### src/rtl/imm_extend_pipe.sv
// Registered immediate extender with prefix support and valid/ready handshake on both sides.
// Optional prefix-overwrite error pulse is enabled by defining IMM_EXT_ERR_EN.
module imm_extend_pipe #(
    parameter int unsigned IN_W  = 11,
    parameter int unsigned PFX_W = 5,
    parameter int unsigned OUT_W = 16,
    parameter int unsigned SHL   = 1
) (
    input  logic             clk,
    input  logic             rst_n,
    input  logic             flush,
    input  logic             in_valid,
    output logic             in_ready,
    input  logic [IN_W-1:0]  in_field,
    input  logic [1:0]       in_mode,
    output logic             out_valid,
    input  logic             out_ready,
    output logic [OUT_W-1:0] out_data,
    output logic             pfx_used,
    output logic             pfx_err
);

    localparam int unsigned SRC_W = IN_W + PFX_W;
    localparam logic [OUT_W-1:0] MaskIn  = {OUT_W{1'b1}} >> (OUT_W - IN_W);
    localparam logic [OUT_W-1:0] MaskPfx = {OUT_W{1'b1}} >> (OUT_W - SRC_W);

    typedef enum logic [0:0] {StNoPfx, StHasPfx} state_e;

    state_e             state_q, state_d;
    logic [PFX_W-1:0]   pfx_q, pfx_d;
    logic               out_valid_q, out_valid_d;
    logic [OUT_W-1:0]   out_data_q, out_data_d;
    logic               pfx_used_q, pfx_used_d;

    logic               accept;
    logic               has_pfx;
    logic               src_msb;
    logic [SRC_W-1:0]   src_wide;
    logic [OUT_W-1:0]   src_z;
    logic [OUT_W-1:0]   src_s;
    logic [OUT_W-1:0]   result;

    assign in_ready = !flush && (!out_valid_q || out_ready);
    assign accept   = in_valid && in_ready;
    assign has_pfx  = (state_q == StHasPfx);

    // Source is zero-extended first; sign fill covers every bit above the active source width.
    always_comb begin
        src_wide = has_pfx ? {pfx_q, in_field} : {{PFX_W{1'b0}}, in_field};
        src_msb  = has_pfx ? pfx_q[PFX_W-1] : in_field[IN_W-1];
        src_z    = OUT_W'(src_wide);
        src_s    = src_z | (src_msb ? ~(has_pfx ? MaskPfx : MaskIn) : '0);
        unique case (in_mode)
            2'b01:   result = src_z;
            2'b11:   result = src_s << SHL;
            default: result = src_s;
        endcase
    end

    always_comb begin
        state_d     = state_q;
        pfx_d       = pfx_q;
        out_valid_d = out_valid_q;
        out_data_d  = out_data_q;
        pfx_used_d  = pfx_used_q;
        if (flush) begin
            state_d     = StNoPfx;
            out_valid_d = 1'b0;
            pfx_used_d  = 1'b0;
        end else begin
            if (out_valid_q && out_ready) begin
                out_valid_d = 1'b0;
            end
            if (accept) begin
                if (in_mode == 2'b10) begin
                    pfx_d   = in_field[PFX_W-1:0];
                    state_d = StHasPfx;
                end else begin
                    out_valid_d = 1'b1;
                    out_data_d  = result;
                    pfx_used_d  = has_pfx;
                    state_d     = StNoPfx;
                end
            end
        end
    end

    always_ff @(posedge clk or negedge rst_n) begin
        if (!rst_n) begin
            state_q     <= StNoPfx;
            pfx_q       <= '0;
            out_valid_q <= 1'b0;
            out_data_q  <= '0;
            pfx_used_q  <= 1'b0;
        end else begin
            state_q     <= state_d;
            pfx_q       <= pfx_d;
            out_valid_q <= out_valid_d;
            out_data_q  <= out_data_d;
            pfx_used_q  <= pfx_used_d;
        end
    end

    assign out_valid = out_valid_q;
    assign out_data  = out_data_q;
    assign pfx_used  = pfx_used_q;

`ifdef IMM_EXT_ERR_EN
    logic pfx_err_q, pfx_err_d;

    // Pulse when a second prefix overwrites one that was never consumed.
    assign pfx_err_d = !flush && accept && (in_mode == 2'b10) && has_pfx;

    always_ff @(posedge clk or negedge rst_n) begin
        if (!rst_n) begin
            pfx_err_q <= 1'b0;
        end else begin
            pfx_err_q <= pfx_err_d;
        end
    end

    assign pfx_err = pfx_err_q;
`else
    assign pfx_err = 1'b0;
`endif

endmodule

### config.mk
export PLATFORM = sky130hd
export DESIGN_NAME = imm_extend_pipe
export DESIGN_NICKNAME = d
export VERILOG_FILES = /design/src/rtl/imm_extend_pipe.sv
export SDC_FILE = /design/constraint.sdc
export NUM_CORES = 1
export LEC_CHECK = 0
export BUFFER_PORTS_ARGS = -buffer_cell sky130_fd_sc_hd__buf_2
export CORE_ASPECT_RATIO = 1.2
export CORE_MARGIN = 2
export CORE_UTILIZATION = 40
export DETAILED_ROUTE_END_ITERATION = 8
export PLACE_DENSITY = 0.73
export SLEW_MARGIN = 5
export SYNTH_ARGS = -nofsm -noshare
export SYNTH_HDL_FRONTEND = slang
export SYNTH_SLANG_ARGS = --single-unit
export TNS_END_PERCENT = 1
### constraint.sdc
create_clock -name clk -period 3.7 [get_ports clk]
set_clock_uncertainty 0.15 [all_clocks]
set_input_delay 0.185 -clock clk [delete_from_list [all_inputs] [get_ports clk]]
set_output_delay 0.185 -clock clk [all_outputs]
set_load 0.005 [all_outputs]
==> metrics.md <==
| Metric | Value |
|---|---|
| Critical Path Max Stage Delay | `530 ps` |
| TNS Setup | `0 ps` |
| Post-synthesis mux area share | `21.7%` |
| Synth-to-layout area growth | `22.1%` |
| Startpoint types | `input pin` |
| Synth Area in Compound Gates | `11.7%` |
| Reg2reg end | `pfx_used$_DFFE_PN0P_` |
| Routed wire length per instance | `approximately 15 um` |
| Largest family of logic cells by synthesized area | `multiplexers` |
| # DRC | `0` |
| Nets@finish | `170` |
| CTS buffer count | `3` |
| Layout cells sized above 1 | `39.7%` |
| Row count | `22` |
| Status | `finished, final reports clean` |
| Mapped cell area | `0.00129 mm2` |
| Warnings, synthesis | `0` |
| Clock tree from TritonCTS | `done` |
| DRT Pass-1 Iters | `4` |
| Met2 usage | `28.3%` |
| Post-Synth XOR/XNOR Area | `0%` |
| Met1 Usage GRT | `20.6%` |
| Detail Route Antenna Nets | `0` |
| Final hold violation count | `0` |
| Max-slew violations | `0` |
| Synth area leaders | `dfrtp_1 (47%), mux2_2 (10%), mux2_4 (5.8%)` |
| Die W | `between 50 and 60 um` |
| Largest net degree at the start of global routing | `25` |
| Starting Density | `between 40% and 50%` |
| Number of global-route vias before repair | `991` |
| Simple-Gate Fraction of Synth Area | `13.4%` |
| Root Buffer | `clkbuf_4` |
| Syn Nets | `130` |
| H-Tree Depth | `1` |
| # resized after CTS | `0` |
| Hold Buf Count CTS | `7` |
| RSZ-0062 raised after global routing | `no` |
| Cell count after synthesis | `112` |
| Clk_lat worst skew | `320 ps` |
| Rel. slew slack | `58.5%` |
| Actual slew at the worst max-slew pin | `621 ps` |
| Setup bufs post-CTS | `0` |
| Worst R2R Path Depth | `3` |
| Post-Route WL | `2810 um` |
| Initial antenna violation count | `0` |
| CP max stage cell | `dlygate4sd3_1` |
| Via count | `1017` |
| Crit path capture type | `flip-flop` |
| Post-synth top area cell | `dfrtp_1` |
| Fmax | `487 MHz` |
| Global route total overflow | `0` |
| Core area | `0.00306 mm2` |
| I/O pin count | `38` |
| Hold Path Class | `in -> reg` |
| Die Span Y | `~66 um` |
| Via density | `5.44` |
| CP Capture Point | `pfx_used$_DFFE_PN0P_` |
| 1st-iter DRT viols | `22` |
| PwrDens | `roughly 440 mW/mm2` |
| Deepest clock path buffer count | `2` |
| Reg2reg start | `out_valid$_DFF_PN0_` |
| Critical Path RT | `3760 ps` |
| Post-layout minimum cycle time | `2050 ps` |
| # setup viols final | `0` |
| HPWL after detailed placement | `2040 um` |
| Synth cell types | `30` |
| Placer congestion estimate | `a little under 0.8` |
| GRT Total Usage | `16.1%` |
| Busiest layer in global routing | `met2` |
| # port buffers | `36` |
| Period utilization | `55.5%` |
| Clock transition at path regs | `approximately 120 ps` |
| Data arrival, critical path | `2110 ps` |
| CP max FO | `17` |
| FF+latch count, synth | `24` |
| Kind of critical path | `in -> reg` |
| Placed Area | `0.00145 mm2` |
| Leakage | `0.760 nW` |
| Worst Hold Launch | `in_valid` |
| Adder-cell share of the synthesized area | `0%` |
| Sequential share of the synthesized area | `46.6%` |
| Worst R2R Setup Slack | `about 2000 ps` |
| Max VDD drop | `0.000323 V` |
| CP cell instances | `dlygate4sd3_1 > buf_2 > nor2b_1 > and3_2 > mux2_2` |
| Area share of the largest cell type after synthesis | `a little under half` |
| Max_cap viols | `0` |
| Sinks on Clock Net | `24` |
| First-pass GRT wire length | `around 4700 um` |
| Final instance area | `0.00157 mm2` |
| Ant diodes | `0` |
| Avg Inst Size Synth | `~12 um2` |
| Met3 track demand over resource | `2.54%` |
| Die area | `0.00369 mm2` |
| Critical Path Start | `flush` |
[cell usage after synthesis]
cell type and n:
a21oi_1 7, a31oi_1 5, and2_1 3, and3_2 1, and3b_1 1, buf_2 2, buf_4 2, buf_6 3
clkbuf_1 1, conb_1 1, dfrtp_1 24, inv_1 5, mux2_2 12, mux2_4 5, mux2i_1 7, nand2_1 3
nand2b_1 4, nand2b_4 1, nand3_1 1, nor2_1 4, nor2b_1 3, nor3b_1 3, o2111ai_1 1, o21a_1 1
o21ai_0 1, o221ai_1 1, o22ai_1 3, o32ai_1 4, or2b_1 2, or3_4 1
[placed cells by master (no fill, tap or decap), drive strengths merged]
| cell type | n |
|---|---|
| and3 | 1 |
| nor3b | 3 |
| o21ai | 1 |
| a21oi | 7 |
| o221ai | 1 |
| and3b | 1 |
| clkbuf | 3 |
| nor2 | 4 |
| conb | 1 |
| nand2 | 3 |
| or3 | 1 |
| nor2b | 3 |
| mux2i | 7 |
| inv | 5 |
| bufinv | 1 |
| or2b | 2 |
| o21a | 1 |
| a31oi | 5 |
| dlygate4sd3 | 7 |
| o22ai | 3 |
| and2 | 3 |
| nand3 | 1 |
| mux2 | 17 |
| o32ai | 4 |
| buf | 36 |
| nand2b | 5 |
| o2111ai | 1 |
| dfrtp | 24 |
[logic make-up after synthesis]
kind of cell,count (synthesis)
AO/OA/AOI/OAI,23
other,1
AND/OR/NAND/NOR,27
buffers and inverters,13
flip-flops,24
multiplexers,24
[worst min-delay path by stage]
stage                               to  slack, ps  cells after the start
4_1_cts            out_valid$_DFF_PN0_          9                      3
3_5_place_dp   out_data[6]$_DFFE_PN0P_         50                      1
5_1_grt            out_valid$_DFF_PN0_         50                      3
2_1_floorplan      has_pfx$_DFFE_PN0P_       -260                      0
3_3_place_gp   out_data[3]$_DFFE_PN0P_         40                      1
6_report           out_valid$_DFF_PN0_         40                      3
[sequential cells by signal (all words and copies together) (netlist names)]
| name | count |
|---|---|
| pfx_q | 5 |
| out_valid | 1 |
| pfx_used | 1 |
| has_pfx | 1 |
| out_data | 16 |
[cell type report]
class                   instances  area [um2]
repair buffers                 43         250
clock inverters                 1        30.0
multi-input cells              75         607
clock buffers                   3        22.5
inverters                       5        18.8
well taps                      36        45.0
flip-flops and latches         24         601
fillers                       282        1480
[layer usage]
layer	part of all wire, %	routed length (um)
met1	43	1200
met2	51	1420
met3	5.7	159
met4	1.1	30
met5	0	0
[report_power, final]
part / total, mW / switching (mW) / internal (mW)
Combinational: 0.162 / 0.0696 / 0.0922
Sequential: 0.344 / 0.0332 / 0.311
Clock: 0.189 / 0.0790 / 0.110
[critical path, delay by kind of cell]
family,cells,cell delay (ps)
simple gates,2,860
buf+inv,2,680
mux,1,380
[metrics by stage]
step	hold slack [ps]	std cells	total power [mW]	utilization, %	setup WS [ps]
floorplan	-261	112	0.435	-	2090
global placement	39.0	176	0.499	47.5	1940
detailed placement	51.4	176	0.505	47.5	1880
CTS	8.83	187	0.699	51.5	1680
global route	49.7	187	0.731	51.5	1550
finish	42.2	187	0.695	51.5	1650
Power figures use the tool's default switching activity.
